<file path="src/rtl/lsu_mem_if_pkg.sv">
// Shared definitions for the load/store unit memory interface and the
// downstream load-extension stage: RV32I load/store funct3 encodings,
// FSM state encoding and a funct3 legality helper.
package lsu_mem_if_pkg;

  // Loads
  localparam logic [2:0] F3_LB  = 3'b000;
  localparam logic [2:0] F3_LH  = 3'b001;
  localparam logic [2:0] F3_LW  = 3'b010;
  localparam logic [2:0] F3_LBU = 3'b100;
  localparam logic [2:0] F3_LHU = 3'b101;
  // Stores
  localparam logic [2:0] F3_SB  = 3'b000;
  localparam logic [2:0] F3_SH  = 3'b001;
  localparam logic [2:0] F3_SW  = 3'b010;

  typedef enum logic [1:0] {
    ST_IDLE = 2'd0,
    ST_BUS  = 2'd1,
    ST_RESP = 2'd2
  } lsu_state_e;

  // Stores only support the three signed widths; loads add the unsigned
  // byte/halfword variants.
  function automatic logic funct3_legal(input logic we, input logic [2:0] f3);
    logic ok;
    ok = 1'b0;
    if (we) begin
      case (f3)
        F3_SB, F3_SH, F3_SW: ok = 1'b1;
        default:             ok = 1'b0;
      endcase
    end else begin
      case (f3)
        F3_LB, F3_LH, F3_LW, F3_LBU, F3_LHU: ok = 1'b1;
        default:                             ok = 1'b0;
      endcase
    end
    return ok;
  endfunction

endpackage

</file>
<file path="src/rtl/lsu_mem_if_if.sv">
// Word-oriented memory bus between the LSU and the memory system.
//   mem_req/mem_we/mem_addr/mem_be/mem_wdata : request, held until mem_ack
//   mem_ack/mem_rdata                         : completion, rdata valid with ack
// master = LSU side, slave = memory side.
interface lsu_mem_if_if;
  logic        mem_req;
  logic        mem_we;
  logic [31:0] mem_addr;
  logic [3:0]  mem_be;
  logic [31:0] mem_wdata;
  logic        mem_ack;
  logic [31:0] mem_rdata;

  modport master (
    output mem_req, mem_we, mem_addr, mem_be, mem_wdata,
    input  mem_ack, mem_rdata
  );

  modport slave (
    input  mem_req, mem_we, mem_addr, mem_be, mem_wdata,
    output mem_ack, mem_rdata
  );
endinterface

</file>
<file path="src/rtl/lsu_mem_if_align.sv">
// lsu_align: combinational byte-lane steering for one load/store request.
//   funct3, we, off : access width/kind and byte offset addr[1:0]
//   wdata           : right-aligned store data
//   be              : byte enables (same mask for loads and stores)
//   lane_wdata      : store data replicated into every byte lane
//   misalign        : misaligned access or illegal funct3
module lsu_align
  import lsu_mem_if_pkg::*;
(
  input  logic [2:0]  funct3,
  input  logic        we,
  input  logic [1:0]  off,
  input  logic [31:0] wdata,
  output logic [3:0]  be,
  output logic [31:0] lane_wdata,
  output logic        misalign
);

  always_comb begin
    be         = '0;
    lane_wdata = wdata;
    misalign   = 1'b0;
    if (!funct3_legal(we, funct3)) begin
      misalign = 1'b1;
    end else begin
      // funct3[1:0] encodes the width for both signed and unsigned forms
      case (funct3[1:0])
        2'b00: begin
          be         = 4'b0001 << off;
          lane_wdata = {4{wdata[7:0]}};
        end
        2'b01: begin
          lane_wdata = {2{wdata[15:0]}};
          if (off[0]) misalign = 1'b1;
          else        be = off[1] ? 4'b1100 : 4'b0011;
        end
        2'b10: begin
          if (off != 2'b00) misalign = 1'b1;
          else              be = 4'b1111;
        end
        default: misalign = 1'b1;
      endcase
    end
  end

endmodule

</file>
<file path="src/rtl/lsu_mem_if.sv">
// Load/store unit memory interface: accepts one pipeline request at a time,
// issues a single word access on the memory bus and returns the load data
// shifted down to bit 0 (extension is done downstream using resp_funct3).
//   clk, rst_n                    : clock, async active-low reset
//   req_valid/req_ready           : request handshake (ready only when idle)
//   req_we/req_funct3/req_addr/req_wdata : request fields
//   resp_valid/resp_ready         : response handshake, held until accepted
//   resp_rdata/resp_funct3        : load data (0 for stores/errors), funct3
//   resp_misalign/resp_buserr     : misaligned/illegal request, memory timeout
//   mem                           : memory bus (master side)
// TIMEOUT_CYCLES bounds the wait for mem_ack; 0 waits forever.
module lsu_mem_if
  import lsu_mem_if_pkg::*;
#(
  parameter int unsigned TIMEOUT_CYCLES = 255
) (
  input  logic         clk,
  input  logic         rst_n,
  input  logic         req_valid,
  output logic         req_ready,
  input  logic         req_we,
  input  logic [2:0]   req_funct3,
  input  logic [31:0]  req_addr,
  input  logic [31:0]  req_wdata,
  output logic         resp_valid,
  input  logic         resp_ready,
  output logic [31:0]  resp_rdata,
  output logic [2:0]   resp_funct3,
  output logic         resp_misalign,
  output logic         resp_buserr,
  lsu_mem_if_if.master mem
);

  localparam int unsigned CNT_W = (TIMEOUT_CYCLES > 1) ? $clog2(TIMEOUT_CYCLES) : 1;
  localparam logic [CNT_W-1:0] TMO_LAST =
    CNT_W'((TIMEOUT_CYCLES == 0) ? 0 : TIMEOUT_CYCLES - 1);

  lsu_state_e       state;
  logic [CNT_W-1:0] tmo_cnt;
  logic             cap_we;
  logic [1:0]       cap_off;
  logic [2:0]       cap_funct3;

  logic [3:0]       be_c;
  logic [31:0]      wdata_c;
  logic             misalign_c;
  logic             tmo_hit;

  lsu_align u_align (
    .funct3     (req_funct3),
    .we         (req_we),
    .off        (req_addr[1:0]),
    .wdata      (req_wdata),
    .be         (be_c),
    .lane_wdata (wdata_c),
    .misalign   (misalign_c)
  );

  // Count reaches TMO_LAST on the TIMEOUT_CYCLES-th BUS cycle without ack.
  assign tmo_hit = (TIMEOUT_CYCLES != 0) && (tmo_cnt == TMO_LAST);

  always_ff @(posedge clk or negedge rst_n) begin
    if (!rst_n) begin
      state         <= ST_IDLE;
      tmo_cnt       <= '0;
      cap_we        <= 1'b0;
      cap_off       <= '0;
      cap_funct3    <= '0;
      req_ready     <= 1'b0;
      resp_valid    <= 1'b0;
      resp_rdata    <= '0;
      resp_funct3   <= '0;
      resp_misalign <= 1'b0;
      resp_buserr   <= 1'b0;
      mem.mem_req   <= 1'b0;
      mem.mem_we    <= 1'b0;
      mem.mem_addr  <= '0;
      mem.mem_be    <= '0;
      mem.mem_wdata <= '0;
    end else begin
      case (state)
        ST_IDLE: begin
          req_ready <= 1'b1;
          if (req_valid && req_ready) begin
            req_ready  <= 1'b0;
            cap_we     <= req_we;
            cap_off    <= req_addr[1:0];
            cap_funct3 <= req_funct3;
            if (misalign_c) begin
              state         <= ST_RESP;
              resp_valid    <= 1'b1;
              resp_misalign <= 1'b1;
              resp_buserr   <= 1'b0;
              resp_rdata    <= '0;
              resp_funct3   <= req_funct3;
            end else begin
              state         <= ST_BUS;
              tmo_cnt       <= '0;
              mem.mem_req   <= 1'b1;
              mem.mem_we    <= req_we;
              mem.mem_addr  <= {req_addr[31:2], 2'b00};
              mem.mem_be    <= be_c;
              mem.mem_wdata <= wdata_c;
            end
          end
        end
        ST_BUS: begin
          // ack takes priority over a timeout expiring in the same cycle
          if (mem.mem_ack) begin
            state         <= ST_RESP;
            mem.mem_req   <= 1'b0;
            resp_valid    <= 1'b1;
            resp_misalign <= 1'b0;
            resp_buserr   <= 1'b0;
            resp_funct3   <= cap_funct3;
            resp_rdata    <= cap_we ? '0 : (mem.mem_rdata >> {cap_off, 3'b000});
          end else if (tmo_hit) begin
            state         <= ST_RESP;
            mem.mem_req   <= 1'b0;
            resp_valid    <= 1'b1;
            resp_misalign <= 1'b0;
            resp_buserr   <= 1'b1;
            resp_funct3   <= cap_funct3;
            resp_rdata    <= '0;
          end else if (TIMEOUT_CYCLES != 0) begin
            tmo_cnt <= tmo_cnt + CNT_W'(1);
          end
        end
        ST_RESP: begin
          if (resp_ready) begin
            state         <= ST_IDLE;
            req_ready     <= 1'b1;
            resp_valid    <= 1'b0;
            resp_misalign <= 1'b0;
            resp_buserr   <= 1'b0;
          end
        end
        default: state <= ST_IDLE;
      endcase
    end
  end

endmodule

</file>
<file path="src/flat_wrapper.sv">
// flat-port wrapper written by rule: the top's interface ports become plain ports
module lsu_mem_if_flat import lsu_mem_if_pkg::*;
#(
  parameter int unsigned TIMEOUT_CYCLES = 255
)
  (clk, rst_n, req_valid, req_ready, req_we, req_funct3, req_addr, req_wdata, resp_valid, resp_ready, resp_rdata, resp_funct3, resp_misalign, resp_buserr, mem_mem_req, mem_mem_we, mem_mem_addr, mem_mem_be, mem_mem_wdata, mem_mem_ack, mem_mem_rdata);
  lsu_mem_if_if mem_i ();
  input  logic clk;
  input  logic rst_n;
  input  logic req_valid;
  output logic req_ready;
  input  logic req_we;
  input  logic [2:0] req_funct3;
  input  logic [31:0] req_addr;
  input  logic [31:0] req_wdata;
  output logic resp_valid;
  input  logic resp_ready;
  output logic [31:0] resp_rdata;
  output logic [2:0] resp_funct3;
  output logic resp_misalign;
  output logic resp_buserr;
  output wire logic [$bits(mem_i.mem_req)-1:0] mem_mem_req;
  output wire logic [$bits(mem_i.mem_we)-1:0] mem_mem_we;
  output wire logic [$bits(mem_i.mem_addr)-1:0] mem_mem_addr;
  output wire logic [$bits(mem_i.mem_be)-1:0] mem_mem_be;
  output wire logic [$bits(mem_i.mem_wdata)-1:0] mem_mem_wdata;
  input wire logic [$bits(mem_i.mem_ack)-1:0] mem_mem_ack;
  input wire logic [$bits(mem_i.mem_rdata)-1:0] mem_mem_rdata;
  assign mem_mem_req = mem_i.mem_req;
  assign mem_mem_we = mem_i.mem_we;
  assign mem_mem_addr = mem_i.mem_addr;
  assign mem_mem_be = mem_i.mem_be;
  assign mem_mem_wdata = mem_i.mem_wdata;
  assign mem_i.mem_ack = mem_mem_ack;
  assign mem_i.mem_rdata = mem_mem_rdata;
  lsu_mem_if #(.TIMEOUT_CYCLES(TIMEOUT_CYCLES)) u_core (.clk(clk), .rst_n(rst_n), .req_valid(req_valid), .req_ready(req_ready), .req_we(req_we), .req_funct3(req_funct3), .req_addr(req_addr), .req_wdata(req_wdata), .resp_valid(resp_valid), .resp_ready(resp_ready), .resp_rdata(resp_rdata), .resp_funct3(resp_funct3), .resp_misalign(resp_misalign), .resp_buserr(resp_buserr), .mem(mem_i));
endmodule
</file>
<file path="config.mk">
export PLATFORM = sky130hd
export DESIGN_NAME = lsu_mem_if_flat
export DESIGN_NICKNAME = d
export VERILOG_FILES = /design/src/rtl/lsu_mem_if_pkg.sv /design/src/rtl/lsu_mem_if_if.sv /design/src/rtl/lsu_mem_if_align.sv /design/src/rtl/lsu_mem_if.sv /design/src/flat_wrapper.sv
export SDC_FILE = /design/constraint.sdc
export NUM_CORES = 1
export LEC_CHECK = 0
export CORE_MARGIN = 1
export CORE_UTILIZATION = 49
export DETAILED_ROUTE_END_ITERATION = 10
export PLACE_DENSITY_LB_ADDON = 0.25
export RECOVER_POWER = 100
export SETUP_SLACK_MARGIN = 0.3
export SLEW_MARGIN = 20
export SYNTH_ARGS = -nofsm -noshare
export SYNTH_HDL_FRONTEND = slang
export SYNTH_SLANG_ARGS = --single-unit
</file>
<file path="constraint.sdc">
create_clock -name clk -period 5.7 [get_ports clk]
set_clock_uncertainty 0.2 [all_clocks]
set_input_delay 1.14 -clock clk [delete_from_list [all_inputs] [get_ports clk]]
set_output_delay 1.14 -clock clk [all_outputs]
set_load 0.05 [all_outputs]
</file>
Word-level counts from Yosys, hierarchy flattened
Index checks and enable logic that the tools add are counted.
{ "totals": {"elab_cells": 109, "out_inout_bits": 109, "in_bits": 105, "register_bits": 123} }
{ "op_classes": {"n_eq_ne": 16, "reduce_logical": 18, "bitwise_logic": 1, "shift": 2, "muxes": 55, "addsub": 1} }
{ "op_table": {"columns": ["op", "count"], "rows": [
  ["$mux W32", 6],
  ["$pmux W32 S2", 2],
  ["$mux W8", 4],
  ["$shr A32 B5 Y32", 1],
  ["$mux W1", 20],
  ["$mux W4", 4],
  ["$pmux W8 S2", 1],
  ["$mux W3", 4],
  ["$pmux W1 S3", 4],
  ["$pmux W4 S3", 1],
  ["$mux W2", 5],
  ["$reduce_and A5 Y1", 2],
  ["$add A8 B1 Y8 const B", 1],
  ["$eq A8 B8 Y1 const B", 1],
  ["$ne A2 B2 Y1 const B", 4],
  ["$reduce_and A4 Y1", 2],
  ["$eq A3 B3 Y1 const B", 2],
  ["$pmux W2 S3", 1],
  ["$pmux W3 S2", 1],
  ["$reduce_and A3 Y1", 2],
  ["$reduce_bool A2 Y1", 3],
  ["$reduce_or A5 Y1", 1],
  ["$eq A2 B1 Y1 const B", 2],
  ["$eq A2 B2 Y1 const B", 2],
  ["other kinds (13)", 17]
]} }

Logic depth before layout (Yosys ltp)
{ "depth": {"depth_word": 8, "ltp_mapped": 8, "depth_no_buf": 6} }

By module
A second synthesis with hierarchy kept.
{ "unflattened": {"cells_unflattened": 660, "area_unflattened_um2": 6263.5} }
{ "modules_own_cells": {"columns": ["module", "n_inst", "cells_each", "seq_area_each_um2", "area_per_inst_um2"], "rows": [
  ["lsu_mem_if", 1, 590, 3078.0, 5703.0],
  ["lsu_align", 1, 70, 0.0, 560.5]
]} }

Least setup slack after synthesis
OpenSTA, ideal clock, no wires.
{ "synth_path": {"path_kind": "input -> register", "from": "input port req_funct3[0]", "to": "register u_core.resp_funct3[0]", "t_required_ns": 5.375, "slack_ns": 2.880, "setup_time_ns": 0.125, "stages": 6, "t_arrival_ns": 2.495, "path_buffers": 2, "cell_sequence": "buf_6 > nor4_1 > o21ai_2 > nand3_2 > buf_2 > mux2_2"} }
{ "synth_between": {"elab_chain_cells": 7, "elab_cells_between_ends": 20, "cone_classes": "eq/ne: 7; mux: 8; reduce/logical: 5"} }
{ "synth_lines": {"columns": ["element", "line_no", "source"], "rows": [
  ["start: declaration", "flat_wrapper.sv:13", "input logic [2:0] req_funct3;"],
  ["$eq A3 B1 Y1 (tied with other cells)", "lsu_mem_if_pkg.sv:29, lsu_mem_if_pkg.sv:34", null],
  ["$reduce_or A5 Y1 or $reduce_or A3 Y1 (tied branches)", "lsu_mem_if_pkg.sv:34, lsu_mem_if_pkg.sv:29", null],
  ["$mux W1, on equally long branches", "lsu_mem_if_pkg.sv:34, lsu_mem_if_pkg.sv:29", null],
  ["$mux W1", "lsu_mem_if_pkg.sv:28", "if (we) begin"],
  ["$mux W1", "lsu_mem_if_align.sv:23", "if (!funct3_legal(we, funct3)) begin"],
  ["$ne A2 B1 Y1 (no line)", null, null],
  ["$reduce_and A4 Y1 (no line)", null, null],
  ["end signal: assignment", "lsu_mem_if.sv:95", "resp_funct3 <= req_funct3;"],
  ["end signal: assignment", "lsu_mem_if.sv:115", "resp_funct3 <= cap_funct3;"],
  ["end signal: assignment", "lsu_mem_if.sv:123", "resp_funct3 <= cap_funct3;"],
  ["end: declaration", "lsu_mem_if.sv:28", "output logic [2:0] resp_funct3,"]
]} }
Parallel ways exist; a longest one is shown, timed or not. The select of a mux whose other input is x is not followed.
A chain may end at the register's enable or synchronous reset.

Worst setup path after layout
{ "layout_path": {"from": "input port req_addr[0]", "to": "register u_core.mem.mem_addr[10]"} }
{ "layout_between": {"elab_chain_cells": 6, "elab_cells_between_ends": 7, "cone_classes": "mux: 4; bitwise: 1; reduce/logical: 2"} }
{ "layout_lines": {"columns": ["element", "line_no", "source"], "rows": [
  ["start: declaration", "flat_wrapper.sv:14", "input logic [31:0] req_addr;"],
  ["$reduce_bool A2 Y1", "lsu_mem_if_align.sv:38", "if (off != 2'b00) misalign = 1'b1;"],
  ["$mux W1", "lsu_mem_if_align.sv:38", null],
  ["$pmux W1 S3 (*)", "lsu_mem_if_align.sv:27", "case (funct3[1:0])"],
  ["$mux W1 (*)", "lsu_mem_if_align.sv:23", null],
  ["$not A1 Y1 (no line) (*)", null, null],
  ["$reduce_and A3 Y1 (no line) (*)", null, null],
  ["end signal: assignment", "lsu_mem_if.sv:101", "mem.mem_addr <= {req_addr[31:2], 2'b00};"],
  ["end: declaration", "lsu_mem_if_if.sv:15", "output mem_req, mem_we, mem_addr, mem_be, mem_wdata,"]
]} }
Mark *: on every way between the ends. The rest lies on a longest branch, timed or not.

==> results.toml <==
[worst_setup_path]
cp_data_required_time_ps = 5810
end_kind = "register"
crit_end = "u_core.mem.mem_addr[10]"
r2r_cells = 7
rr_startpoint = "u_core.state[1]"
crit_fanout = 67
cp.arrival_ps = 4550
start_kind = "input pin"
crit_path_start = "req_addr[0]"
critPathKind = "in -> reg"
r2r-end = "u_core.tmo_cnt[2]"
reg2reg_slack_ps = 2380

[yosys]
synth.most_common_cell = "dfrtp_1"
synth_area_sq_mm = 0.005936
ys_seq_area_share_pct = 51.85
synth_area_leader_cell = "dfrtp_1"
ys_ff_latch = 123
ys_types = 45
synth-edff-count = 0
synth_flop_cell = "dfrtp_1"
synthArstFlopShare_pct = 100.0
synth.area.top_cells = "dfrtp_1 52%, mux2_2 15%, mux2i_1 8.4%"
avgSynthCellArea_sq_um = 11.59
syn_inst = 512
synth_top_cell_area_share_pct = 51.85
yosys_warnings = 0
synthTopCellsByCount = "123 x dfrtp_1, 77 x mux2_2, 51 x nand2_1"

[timing]
tns_ps = 0
slew_headroom_pct = -38.70
whs_ps = 270.6
setup_viol = 0
drv_slew = 31
rsz0062_at_grt = "false"
worst_pin_slew_ps = 2076
finalHoldViolations = 0
period_minus_slack_ps = 4442
fmax_mhz = 225.1
post-route-period-util_pct = 77.94

[floorplan]
initial_core_util_pct = 51.11
die_x_microns = 112.1
die-area_sq_mm = 0.01256
io_pins = 214
die_h_microns = 112.1
num_rows = 39
core_area_sq_mm = 0.01161

[global_routing]
track_usage_pct = 26.58
grt.overflow.total = 0
grt_max_degree = 76
grt_pass1_vias = 5044
grt_pass1_wl_microns = 25680
antenna_found_initial = 0

[clock_tree]
cts_resized = 0
clkSinkCount = 123
cts_root_buf = "clkbuf_16"
cts_made_buffers = 17
post_cts_buffers = 0
clock_latency_ps = 420
clk_path_buf_depth = 2
cts_tree = "yes"
clk_pin_slew_ps = 50
ctsHtreeMaxLevel = 4
ctsHoldBuffers = 0

[cells_and_area]
finalCoreUtilization_pct = 74.46
fillCellCount = 797
diodes = 0
area_growth_pct = 45.68
layout-drive-gt1-share_pct = 16.83
final_area_sq_mm = 0.008647
fin_nets = 823

[placed_design]
gp_congestion = 0.8338
dpl_cell_area_sq_mm = 0.008118
numPortBuffers = 211
dp_hpwl_microns = 11020

[detailed_routing]
ant_nets = 0
first_pass_iters = 7
wire_per_inst_microns = 18.27
drtIter0Drc = 284
drc = 10
viasPerCell = 5.506
drt_wl_total_microns = 15860
vias = 4779

[power]
powerDensity_mw_per_mm2 = 556.9
leakagePower_uw = 0.003993
ir_drop_uv = 501.2

[outcome]
status = "complete, but fails checks"
violations = "DRC, capacitance limit, slew limit"

[job]
cap_violations = 1

[worst_hold_path]
holdCritPathClass = "reg -> reg"
-- worst max-delay path: stages --
cell and delay [ps]:
clkdlybuf4s50_1 740, a221oi_1 240, o21bai_1 1620, buf_12 380, mux2_2 380
-- cell type report --
type                            count  area [sq um]  share of cell area (%)
Inverter                           15         56.30                  0.6511
Clock buffer                       23         508.0                   5.875
Clock inverter                      8         65.06                  0.7524
Multi-Input combinational cell    340          2601                   30.08
Tap cell                          143         178.9                   2.069
Timing Repair Buffer              216          2160                   24.97
Sequential cell                   123          3078                   35.60
-- per-layer routing --
metal  global-route usage, %  vias to the layer above  part of all wire (%)
li1                        -                     2233                     -
met1                   31.63                     2321                    40
met2                   42.82                      189                    48
met3                   10.04                       36                   9.2
met4                   12.53                        0                   3.0
met5                       0                        -                     0
-- worst min path at each step --
stage                        startpoint                  endpoint  slack [ps]  cells after the start
3_3_place_gp   u_core.mem.mem_wdata[14]  u_core.mem.mem_wdata[14]         260                      2
4_1_cts            u_core.mem.mem_be[0]      u_core.mem.mem_be[0]         280                      2
5_1_grt        u_core.mem.mem_wdata[16]  u_core.mem.mem_wdata[16]         300                      2
6_report           u_core.mem.mem_be[0]      u_core.mem.mem_be[0]         270                      2
2_1_floorplan      u_core.cap_funct3[0]      u_core.cap_funct3[0]         270                      1
3_5_place_dp       u_core.mem.mem_be[0]      u_core.mem.mem_be[0]         270                      2
-- through the flow --
| stage | power [uW] | worst slack [ps] | std cells |
|---|---|---|---|
| detailed placement | 3907 | 1651 | 837 |
| global placement | 3854 | 1706 | 837 |
| CTS | 4973 | 2071 | 868 |
| floorplan | 3056 | 2880 | 513 |
| global route | 5031 | 990.6 | 868 |
| finish | 4816 | 1258 | 868 |
-- power breakdown --
group / total [uW] / internal (uW) / switching, uW
Combinational: 2400 / 823 / 1570
Sequential: 1380 / 1190 / 194
Clock: 1040 / 660 / 379
-- placed cells by master, fill, tap and decap left out, types with 3 or more instances in the layout --
master	count
mux2i_1	50
clkdlybuf4s50_1	100
inv_1	15
a2bb2oi_1	7
clkbuf_16	17
buf_4	5
dlygate4sd3_1	110
clkinv_2	7
clkbuf_8	6
a21oi_1	7
o21ai_0	44
or4_1	4
o31ai_1	9
nor2b_1	11
nand3_1	4
nand2_1	51
nor2_1	20
nand4_1	3
dfrtp_1	123
a211oi_1	16
mux2_2	77
ha_1	5
-- kinds of logic after synthesis --
group / synth area share, %
buffers and inverters: 3.836
flip-flops: 51.85
AO/OA/AOI/OAI: 11.64
AND/OR/NAND/NOR: 8.368
other: 0.06318
adder cells (fa/ha/maj): 1.054
multiplexers: 23.04
XOR/XNOR: 0.1476
-- flip-flops by register name, summed over array words and instances (netlist names), 2 cells and up --
name	flops
u_core.mem.mem_be	4
u_core.resp_rdata	32
u_core.cap_off	2
u_core.state	2
u_core.mem.mem_wdata	32
u_core.tmo_cnt	8
u_core.cap_funct3	3
u_core.resp_funct3	3
u_core.mem.mem_addr	30
Power figures use the tool's default switching activity.
